<file path="src/rtl/mpadder_stream_loader_pkg.sv">
// Shared types and sizing helpers for the multi-precision adder stream loader.
package mpadder_stream_loader_pkg;

   localparam int DEF_WORD_W      = 32;
   localparam int DEF_OP_W        = 128;
   localparam int DEF_WDOG_CYCLES = 15;

   typedef enum logic [2:0] {
      S_LOAD_A = 3'd0,
      S_LOAD_B = 3'd1,
      S_START  = 3'd2,
      S_WAIT   = 3'd3,
      S_DRAIN  = 3'd4
   } state_t;

   // Words needed to carry an (op_w+1)-bit sum: ceil((op_w+1)/word_w).
   function automatic int n_out(input int op_w, input int word_w);
      return (op_w + word_w) / word_w;
   endfunction

endpackage

</file>
<file path="src/rtl/mpadder_stream_loader_if.sv">
// Operand stream, adder hookup and result stream of the loader, bundled as one interface.
interface mpadder_stream_loader_if
   import mpadder_stream_loader_pkg::*;
#(
   parameter int WORD_W = DEF_WORD_W,
   parameter int OP_W   = DEF_OP_W
);
   logic              in_valid;
   logic [WORD_W-1:0] in_data;
   logic              in_ready;
   logic              add_start;
   logic [OP_W-1:0]   add_A;
   logic [OP_W-1:0]   add_B;
   logic [OP_W:0]     add_C;
   logic              add_done;
   logic              out_valid;
   logic [WORD_W-1:0] out_data;
   logic              out_last;
   logic              out_ready;

   modport master (
      input  in_valid, in_data, add_C, add_done, out_ready,
      output in_ready, add_start, add_A, add_B, out_valid, out_data, out_last
   );

   modport slave (
      output in_valid, in_data, add_C, add_done, out_ready,
      input  in_ready, add_start, add_A, add_B, out_valid, out_data, out_last
   );
endinterface

</file>
<file path="src/rtl/mpadder_stream_loader_shreg.sv">
// Word-wide right shift register with parallel load; new words enter at the MS end.
module mp_word_shreg #(
   parameter int WIDTH  = 128,
   parameter int WORD_W = 32
) (
   input  logic              clk,
   input  logic              rst,
   input  logic              load,
   input  logic              shift,
   input  logic [WIDTH-1:0]  d_full,
   input  logic [WORD_W-1:0] d_word,
   output logic [WIDTH-1:0]  q
);

   always_ff @(posedge clk) begin
      if (rst)        q <= '0;
      else if (load)  q <= d_full;
      else if (shift) q <= {d_word, q[WIDTH-1:WORD_W]};
   end

endmodule

</file>
<file path="src/rtl/mpadder_stream_loader.sv">
// Streams operands A/B into the adder, pulses start, then streams the sum back out.
// Watchdog on the adder wait is built only when MPADDER_LOADER_WDOG_EN is defined.
//
// state    | meaning
// S_LOAD_A | accepting operand A words (idle when cnt == 0)
// S_LOAD_B | accepting operand B words
// S_START  | one-cycle add_start pulse
// S_WAIT   | waiting for add_done (optionally watchdog-limited)
// S_DRAIN  | returning the sum words, carry word last
module mpadder_stream_loader
   import mpadder_stream_loader_pkg::*;
#(
   parameter int WORD_W      = DEF_WORD_W,
   parameter int OP_W        = DEF_OP_W,
   parameter int WDOG_CYCLES = DEF_WDOG_CYCLES
) (
   input  logic                    clk,
   input  logic                    rst,
   mpadder_stream_loader_if.master bus,
   output logic                    busy,
   output logic                    err
);

   localparam int N_IN  = OP_W / WORD_W;
   localparam int N_OUT = n_out(OP_W, WORD_W);
   localparam int RES_W = N_OUT * WORD_W;
   localparam int CNT_W = $clog2(N_OUT + 1);
   localparam int WD_W  = $clog2(WDOG_CYCLES + 1);
   localparam logic [CNT_W-1:0] LAST_IN  = CNT_W'(N_IN - 1);
   localparam logic [CNT_W-1:0] LAST_OUT = CNT_W'(N_OUT - 1);
`ifdef MPADDER_LOADER_WDOG_EN
   localparam bit WDOG_EN = 1'b1;
`else
   localparam bit WDOG_EN = 1'b0;
`endif

   state_t             state_q, state_d;
   logic [CNT_W-1:0]   cnt_q, cnt_d;
   logic [WD_W-1:0]    wdog_q;
   logic               err_q;
   logic [OP_W-1:0]    a_q, b_q;
   logic [RES_W-1:0]   res_q;
   logic               in_rdy, start, oval, olast;
   logic               a_shift, b_shift, r_load, r_shift, wdog_to;
   logic               unused_res_hi;

   mp_word_shreg #(.WIDTH(OP_W), .WORD_W(WORD_W)) u_a (
      .clk(clk), .rst(rst), .load(1'b0), .shift(a_shift),
      .d_full('0), .d_word(bus.in_data), .q(a_q)
   );

   mp_word_shreg #(.WIDTH(OP_W), .WORD_W(WORD_W)) u_b (
      .clk(clk), .rst(rst), .load(1'b0), .shift(b_shift),
      .d_full('0), .d_word(bus.in_data), .q(b_q)
   );

   mp_word_shreg #(.WIDTH(RES_W), .WORD_W(WORD_W)) u_res (
      .clk(clk), .rst(rst), .load(r_load), .shift(r_shift),
      .d_full({{(RES_W-OP_W-1){1'b0}}, bus.add_C}), .d_word('0), .q(res_q)
   );

   // Upper result bits are only consumed through the shift path inside u_res.
   assign unused_res_hi = ^res_q[RES_W-1:WORD_W];

   always_ff @(posedge clk) begin
      if (rst) begin
         state_q <= S_LOAD_A;
         cnt_q   <= '0;
      end else begin
         state_q <= state_d;
         cnt_q   <= cnt_d;
      end
   end

   always_comb begin
      state_d = state_q;
      cnt_d   = cnt_q;
      in_rdy  = 1'b0;
      start   = 1'b0;
      oval    = 1'b0;
      olast   = 1'b0;
      a_shift = 1'b0;
      b_shift = 1'b0;
      r_load  = 1'b0;
      r_shift = 1'b0;
      wdog_to = 1'b0;
      case (state_q)
         S_LOAD_A, S_LOAD_B: begin
            in_rdy = 1'b1;
            if (bus.in_valid) begin
               a_shift = (state_q == S_LOAD_A);
               b_shift = (state_q == S_LOAD_B);
               cnt_d   = cnt_q + 1'b1;
               if (cnt_q == LAST_IN) begin
                  cnt_d   = '0;
                  state_d = (state_q == S_LOAD_A) ? S_LOAD_B : S_START;
               end
            end
         end
         S_START: begin
            start   = 1'b1;
            state_d = S_WAIT;
         end
         S_WAIT: begin
            if (bus.add_done) begin
               r_load  = 1'b1;
               state_d = S_DRAIN;
            end else if (WDOG_EN && wdog_q == '0) begin
               wdog_to = 1'b1;
               state_d = S_LOAD_A;
            end
         end
         S_DRAIN: begin
            oval  = 1'b1;
            olast = (cnt_q == LAST_OUT);
            if (bus.out_ready) begin
               r_shift = 1'b1;
               cnt_d   = olast ? '0 : cnt_q + 1'b1;
               if (olast) state_d = S_LOAD_A;
            end
         end
         default: begin
            state_d = S_LOAD_A;
            cnt_d   = '0;
         end
      endcase
   end

   // Down-counter armed in S_START so the limit counts cycles spent in S_WAIT.
   always_ff @(posedge clk) begin
      if (rst) begin
         wdog_q <= '0;
         err_q  <= 1'b0;
      end else begin
         if (state_q == S_START)
            wdog_q <= WD_W'(WDOG_CYCLES - 1);
         else if (state_q == S_WAIT && wdog_q != '0)
            wdog_q <= wdog_q - 1'b1;
         if (wdog_to)
            err_q <= 1'b1;
      end
   end

   assign err           = WDOG_EN && err_q && !rst;
   assign busy          = !rst && !(state_q == S_LOAD_A && cnt_q == '0);
   assign bus.in_ready  = in_rdy && !rst;
   assign bus.add_start = start && !rst;
   assign bus.add_A     = rst ? '0 : a_q;
   assign bus.add_B     = rst ? '0 : b_q;
   assign bus.out_valid = oval && !rst;
   assign bus.out_last  = olast && !rst;
   assign bus.out_data  = rst ? '0 : res_q[WORD_W-1:0];

endmodule
</file>
<file path="src/flat_wrapper.sv">
// flat-port wrapper written by rule: the top's interface ports become plain ports
module mpadder_stream_loader_flat import mpadder_stream_loader_pkg::*;
#(
   parameter int WORD_W      = DEF_WORD_W,
   parameter int OP_W        = DEF_OP_W,
   parameter int WDOG_CYCLES = DEF_WDOG_CYCLES
)
  (clk, rst, busy, err, bus_in_valid, bus_in_data, bus_add_C, bus_add_done, bus_out_ready, bus_in_ready, bus_add_start, bus_add_A, bus_add_B, bus_out_valid, bus_out_data, bus_out_last);
  mpadder_stream_loader_if #(.WORD_W(WORD_W), .OP_W(OP_W)) bus_i ();
  input  logic clk;
  input  logic rst;
  output logic busy;
  output logic err;
  input wire logic [$bits(bus_i.in_valid)-1:0] bus_in_valid;
  input wire logic [$bits(bus_i.in_data)-1:0] bus_in_data;
  input wire logic [$bits(bus_i.add_C)-1:0] bus_add_C;
  input wire logic [$bits(bus_i.add_done)-1:0] bus_add_done;
  input wire logic [$bits(bus_i.out_ready)-1:0] bus_out_ready;
  output wire logic [$bits(bus_i.in_ready)-1:0] bus_in_ready;
  output wire logic [$bits(bus_i.add_start)-1:0] bus_add_start;
  output wire logic [$bits(bus_i.add_A)-1:0] bus_add_A;
  output wire logic [$bits(bus_i.add_B)-1:0] bus_add_B;
  output wire logic [$bits(bus_i.out_valid)-1:0] bus_out_valid;
  output wire logic [$bits(bus_i.out_data)-1:0] bus_out_data;
  output wire logic [$bits(bus_i.out_last)-1:0] bus_out_last;
  assign bus_i.in_valid = bus_in_valid;
  assign bus_i.in_data = bus_in_data;
  assign bus_i.add_C = bus_add_C;
  assign bus_i.add_done = bus_add_done;
  assign bus_i.out_ready = bus_out_ready;
  assign bus_in_ready = bus_i.in_ready;
  assign bus_add_start = bus_i.add_start;
  assign bus_add_A = bus_i.add_A;
  assign bus_add_B = bus_i.add_B;
  assign bus_out_valid = bus_i.out_valid;
  assign bus_out_data = bus_i.out_data;
  assign bus_out_last = bus_i.out_last;
  mpadder_stream_loader #(.WORD_W(WORD_W), .OP_W(OP_W), .WDOG_CYCLES(WDOG_CYCLES)) u_core (.clk(clk), .rst(rst), .bus(bus_i), .busy(busy), .err(err));
endmodule
</file>
<file path="config.mk">
export PLATFORM = sky130hd
export DESIGN_NAME = mpadder_stream_loader_flat
export DESIGN_NICKNAME = d
export VERILOG_FILES = /design/src/rtl/mpadder_stream_loader_pkg.sv /design/src/rtl/mpadder_stream_loader_if.sv /design/src/rtl/mpadder_stream_loader_shreg.sv /design/src/rtl/mpadder_stream_loader.sv /design/src/flat_wrapper.sv
export SDC_FILE = /design/constraint.sdc
export NUM_CORES = 1
export LEC_CHECK = 0
export CORE_MARGIN = 2
export CORE_UTILIZATION = 52
export CTS_BUF_LIST = sky130_fd_sc_hd__clkbuf_16
export DETAILED_ROUTE_END_ITERATION = 10
export HOLD_SLACK_MARGIN = 0.15
export MAX_ROUTING_LAYER = met4
export PLACE_DENSITY_LB_ADDON = 0.25
export SYNTH_ARGS = -nofsm -noshare
export SYNTH_HDL_FRONTEND = slang
export SYNTH_SLANG_ARGS = --single-unit
</file>
<file path="constraint.sdc">
create_clock -name clk -period 3.15 [get_ports clk]
set_clock_uncertainty 0.1 [all_clocks]
set_input_delay 0.63 -clock clk [delete_from_list [all_inputs] [get_ports clk]]
set_output_delay 0.63 -clock clk [all_outputs]
set_load 0.02 [all_outputs]
</file>
==> impl_metrics.env, run 1 <==
export IMPL_final_cell_mix="nand2_1, clkdlybuf4s50_1, dfxtp_1"
export IMPL_worst_pin_slew_ns=0.6713
export IMPL_wl_mm=51.61
export IMPL_die_height_um=181.5
export IMPL_end_kind="output port"
export IMPL_power_static_leakage_nw=7.541
export IMPL_hpwl_mm=35.90
export IMPL_syn_area_per_cell_um2=7.588
export IMPL_yosysWarnings=0
export IMPL_grt_max_degree=147
export IMPL_pwr_density_cell_nw_per_um2=453.8
export IMPL_synth_area_um2=16380
export IMPL_min_path_type="in2reg"
export IMPL_post_drt_via_cell_ratio=5.356
export IMPL_grt_pass1_vias=14616
export IMPL_fillers=2437
export IMPL_dieArea_um2=32930
export IMPL_seq_area_frac_synth_pct=47.80
export IMPL_first_pass_iters=6
export IMPL_status="completed"
export IMPL_rows=64
export IMPL_htree_levels=2
export IMPL_core_um2=30830
export IMPL_grt_pass1_wl_mm=79.89
export IMPL_globalRouteMet1Util_pct=38.37
export IMPL_synth_top_area_share_pct=47.80
export IMPL_insertion_delay_ns=0.53
export IMPL_critPathKind="reg2out"
export IMPL_met2_usage_pct=48.46
export IMPL_syn_num_nets=2328
export IMPL_io_pins=460
export IMPL_cts_repair_resized=0
export IMPL_layout_commonest_cell="nand2_1"
export IMPL_drtIter0Drc=1552
export IMPL_hold_buffers=0
export IMPL_vias=15778
export IMPL_cts_setup_buffers=0
export IMPL_drive_gt1_share_pct=4.571
export IMPL_netlist_top_cells_area="dfxtp_1, nand2_1, a21oi_1"
export IMPL_cts_tree="built"
export IMPL_maxSlewViolCount=0
export IMPL_fmax_mhz=329.7
export IMPL_yosysTopAreaCell="dfxtp_1"
export IMPL_cts_sinks=391
export IMPL_wl_per_cell_um=17.52
export IMPL_port_buffers=458
export IMPL_peakVddDrop_uv=335.6
export IMPL_cts_root_buf="clkbuf_16"
export IMPL_globalRouteMet3Util_pct=7.621
export IMPL_max_slew_margin_pct=55.24
export IMPL_drv_cap=0
export IMPL_synthToLayoutAreaGrowth_pct=37.33
export IMPL_period_needed_ns=3.033
export IMPL_antenna_found_initial=12
export IMPL_required_ns=2.42
export IMPL_hold_viol_final=0
export IMPL_worst_hold_slack_ns=0.3467
export IMPL_drc=0
export IMPL_period_share_pct=96.28
export IMPL_crit_arrival_ns=2.30
export IMPL_antenna_left=0
export IMPL_die_w_um=181.5
export IMPL_startpoint_type="flip-flop"
export IMPL_synth_distinct_cells=37
export IMPL_numCtsBuffers=41
export IMPL_clk_pin_slew_worst_paths_ns=0.06
export IMPL_finalSetupViolCount=0
export IMPL_nets=2680
export IMPL_grt_busiest_layer="met2"
export IMPL_cts_buffer_depth=3
export IMPL_ys_ff_latch=391
export IMPL_track_usage_pct=30.91
export IMPL_initial_utilization_pct=53.12
export IMPL_syn_inst=2158
export IMPL_cp_max_fo=4
export IMPL_routabilityCongestion=0.9145
export IMPL_finalSetupTns_ns=0
export IMPL_overflow=0
export IMPL_rsz0062_at_grt="false"
## worst paths after layout
path	from	end	slack, ns	depth (start not counted)
setup reg to reg	u_core.state_q[2]	u_core.u_res.q[45]	1.08	6
hold / removal	rst	u_core.u_b.q[86]	0.35	2
setup / recovery	u_core.state_q[2]	bus_out_last	0.12	4
hold reg to reg	u_core.u_a.q[25]	u_core.u_a.q[25]	0.35	2
## through the flow
| stage | setup WS, ns | utilization, % | cells | area [um^2] | power [mW] |
|---|---|---|---|---|---|
| CTS | 0.07983 | 72.85 | 2934 | 22460 | 10.25 |
| global placement | 0.4093 | 68.89 | 2863 | 21240 | 5.825 |
| detailed placement | 0.4001 | 68.89 | 2863 | 21240 | 5.828 |
| global route | 0.01400 | 72.95 | 2946 | 22490 | 10.52 |
| finish | 0.1173 | 72.95 | 2946 | 22490 | 10.21 |
| floorplan | 0.6368 | - | 2158 | 16380 | 5.432 |
## synthesized netlist by cell type (all sizes together)
master,n
a211oi,99
a21o,2
a21oi,376
a221oi,1
a22oi,15
a31oi,1
and2,2
and4b,1
buf,58
clkbuf,129
conb,1
dfxtp,391
ha,4
inv,5
nand2,632
nand2b,2
nand3,1
nand3b,1
nand4,1
nand4b,1
nor2,117
nor2b,289
nor3,2
nor3b,2
nor4,1
o21ai,18
o22ai,1
o32a,1
o32ai,1
or2,1
or3,1
or3b,1
## logic make-up after synthesis
kind of cell    synth area share, %
compound gates                18.05
fa+ha+maj                    0.3056
other cells                 0.02290
simple gates                  28.91
buf+inv                       4.905
flops                         47.80
## power by group
group	switching, mW	internal (mW)	total (mW)
clock	1.95	2.53	4.48
combinational	0.358	0.325	0.684
sequential	0.0485	5.00	5.04
total	2.35	7.85	10.2
## worst max-delay path: stages (launching register included)
cell             delay (ns)
dfxtp_1                0.33
or3b_1                 0.44
nor2_1                 0.19
and2_1                 0.18
clkdlybuf4s50_1        0.65
## final cells by class
class                           instances  area (um^2)  share of cell area [%]
Multi-Input combinational cell       1575         7786                   34.62
Clock inverter                         30        195.2                  0.8679
Antenna cell                           12        30.03                  0.1335
Tap cell                              396        495.5                   2.203
Timing Repair Buffer                  496         5110                   22.72
Inverter                                5        18.77                 0.08345
Clock buffer                           41         1026                   4.562
Sequential cell                       391         7828                   34.81
## layer usage
layer,vias up,wire (um),part of all wire (%)
met4,0,2039,4.0
met5,-,0,0
met3,117,4465,8.7
li1,7743,-,-
met1,7289,20970,41
met2,629,24140,47
## flip-flops by register name (all words and copies together), names as in the netlist
| signal | flops |
|---|---|
| u_core.u_res.q | 129 |
| u_core.u_a.q | 128 |
| u_core.u_b.q | 128 |
| u_core.cnt_q | 3 |
| u_core.state_q | 3 |
Note: power is estimated with default switching activity, not from simulation.
==> run 2: changes to the inputs <==
- HOLD_SLACK_MARGIN: 0.15 -> 0.08
- MAX_ROUTING_LAYER: met4 -> not set
==> run 2 against run 1 <==
Net effect:
- via count about the same
- wire length barely moved
- critical path depth unchanged
- critical path type unchanged
- combinational power hardly changed
- core utilization about the same
==> impl_metrics.env, run 2 (synthesis gave the netlist of run 1 again) <==
export IMPL_cts_repair_resized=0
export IMPL_finalSetupViolCount=0
export IMPL_cts_setup_buffers=0
export IMPL_place_area_um2=21240
export IMPL_port_buffers=458
export IMPL_final_cell_mix="nand2_1, clkdlybuf4s50_1, dfxtp_1"
export IMPL_peakVddDrop_uv=335.1
export IMPL_worstSetupEndpoint="bus_out_last"
export IMPL_rows=64
export IMPL_required_ns=2.42
export IMPL_die_height_um=181.5
export IMPL_drc=0
export IMPL_htree_levels=2
export IMPL_cts_buffer_depth=3
export IMPL_worst_pin_slew_ns=0.6815
export IMPL_reg2reg_depth=6
export IMPL_antenna_found_initial=12
export IMPL_hpwl_mm=35.90
export IMPL_top_register="u_core.u_res.q"
export IMPL_end_kind="output port"
export IMPL_rsz0062_at_grt="false"
export IMPL_fillers=2435
export IMPL_ff2ff_setup_slack_ns=1.08
export IMPL_critPathKind="reg2out"
export IMPL_design_area_um2=22480
export IMPL_drtIter0Drc=1525
export IMPL_largest_reg_flops=129
export IMPL_hold_viol_final=0
export IMPL_cts_root_buf="clkbuf_16"
export IMPL_antenna_left=0
export IMPL_initial_utilization_pct=53.12
export IMPL_overflow=0
export IMPL_grt_pass1_wl_mm=79.90
export IMPL_insertion_delay_ns=0.53
export IMPL_pwr_density_cell_nw_per_um2=454.1
export IMPL_routabilityCongestion=0.8992
export IMPL_multiInputGateArea_um2=7786
export IMPL_startpoint_type="flip-flop"
export IMPL_dieArea_um2=32930
export IMPL_finalSetupTns_ns=0
export IMPL_wl_mm=51.65
export IMPL_r2r_start="u_core.state_q[1]"
export IMPL_min_path_type="in2reg"
export IMPL_grt_pass1_vias=14634
export IMPL_rr_endpoint="u_core.u_a.q[50]"
export IMPL_vias=15789
export IMPL_die_w_um=181.5
export IMPL_fmax_mhz=329.6
export IMPL_crit_arrival_ns=2.30
export IMPL_biggestRegsByFlops="u_core.u_res.q: 129 flops, u_core.u_a.q: 128 flops, u_core.u_b.q: 128 flops"
export IMPL_post_drt_via_cell_ratio=5.363
export IMPL_total_power_mw=10.21
export IMPL_io_pins=460
export IMPL_nets=2680
export IMPL_max_slew_margin_pct=54.57
export IMPL_power_static_leakage_nw=7.541
export IMPL_numCtsBuffers=41
export IMPL_regArea_um2=7828
export IMPL_track_usage_pct=30.00
export IMPL_drv_cap=0
export IMPL_synthToLayoutAreaGrowth_pct=37.30
export IMPL_status="completed"
export IMPL_wl_per_cell_um=17.55
export IMPL_clk_pin_slew_worst_paths_ns=0.06
export IMPL_period_needed_ns=3.034
export IMPL_core_um2=30830
export IMPL_first_pass_iters=5
export IMPL_layout_commonest_cell="nand2_1"
export IMPL_period_share_pct=96.31
export IMPL_grt_max_degree=147
export IMPL_cts_tree="built"
export IMPL_drive_gt1_share_pct=4.571
export IMPL_maxSlewViolCount=0
export IMPL_cts_sinks=391
export IMPL_crit_start="u_core.state_q[2]"
export IMPL_hold_buffers=0
export IMPL_cp_max_fo=4
export IMPL_worst_hold_slack_ns=0.3483
[run 2: changes by cell type in the layout (fill, tap and decap cells not counted)]
cell and delta:
diode_2 -2
[run 2: area by class of cell]
type,count,share of cell area [%]
multi-input cells,1575,34.63
flip-flops and latches,391,34.81
diodes,10,0.1113
clock buffers,41,4.563
well taps,396,2.204
inverters,5,0.08347
clock inverters,30,0.8681
repair buffers,496,22.73
[run 2: worst min path at each step]
stage / startpoint / end / slack [ns] / depth (start not counted)
global route: rst / u_core.u_b.q[91] / 0.36 / 2
floorplan: u_core.u_a.q[0] / u_core.u_a.q[0] / 0.33 / 2
finish: rst / u_core.u_b.q[86] / 0.35 / 2
CTS: rst / u_core.u_b.q[86] / 0.33 / 2
detailed placement: u_core.u_b.q[24] / u_core.u_b.q[24] / 0.34 / 2
global placement: u_core.u_b.q[1] / u_core.u_b.q[1] / 0.34 / 2
[run 2: power by group]
part	internal, mW	switching (mW)
logic	0.325	0.359
registers	5.00	0.0485
clock network	2.53	1.95
total	7.85	2.36
[run 2: metrics by stage]
step / std cells / utilization, % / setup WS (ns)
floorplan: 2158 / - / 0.6368
global placement: 2863 / 68.89 / 0.4093
detailed placement: 2863 / 68.89 / 0.4001
CTS: 2934 / 72.85 / 0.07983
global route: 2942 / 72.91 / 0.01400
finish: 2944 / 72.93 / 0.1162
[run 2: worst max-delay path, stage by stage, from the launching register on]
cell	delay [ns]
dfxtp_1	0.33
or3b_1	0.44
nor2_1	0.19
and2_1	0.18
clkdlybuf4s50_1	0.65
[run 2: layer usage]
metal  share of wire, %  vias up  track usage (%)
met5              0.052        -                0
met4                3.9        4            12.49
met3                8.5      112            7.962
met2                 47      595            48.38
met1                 41     7339            38.13
li1                   -     7739                -
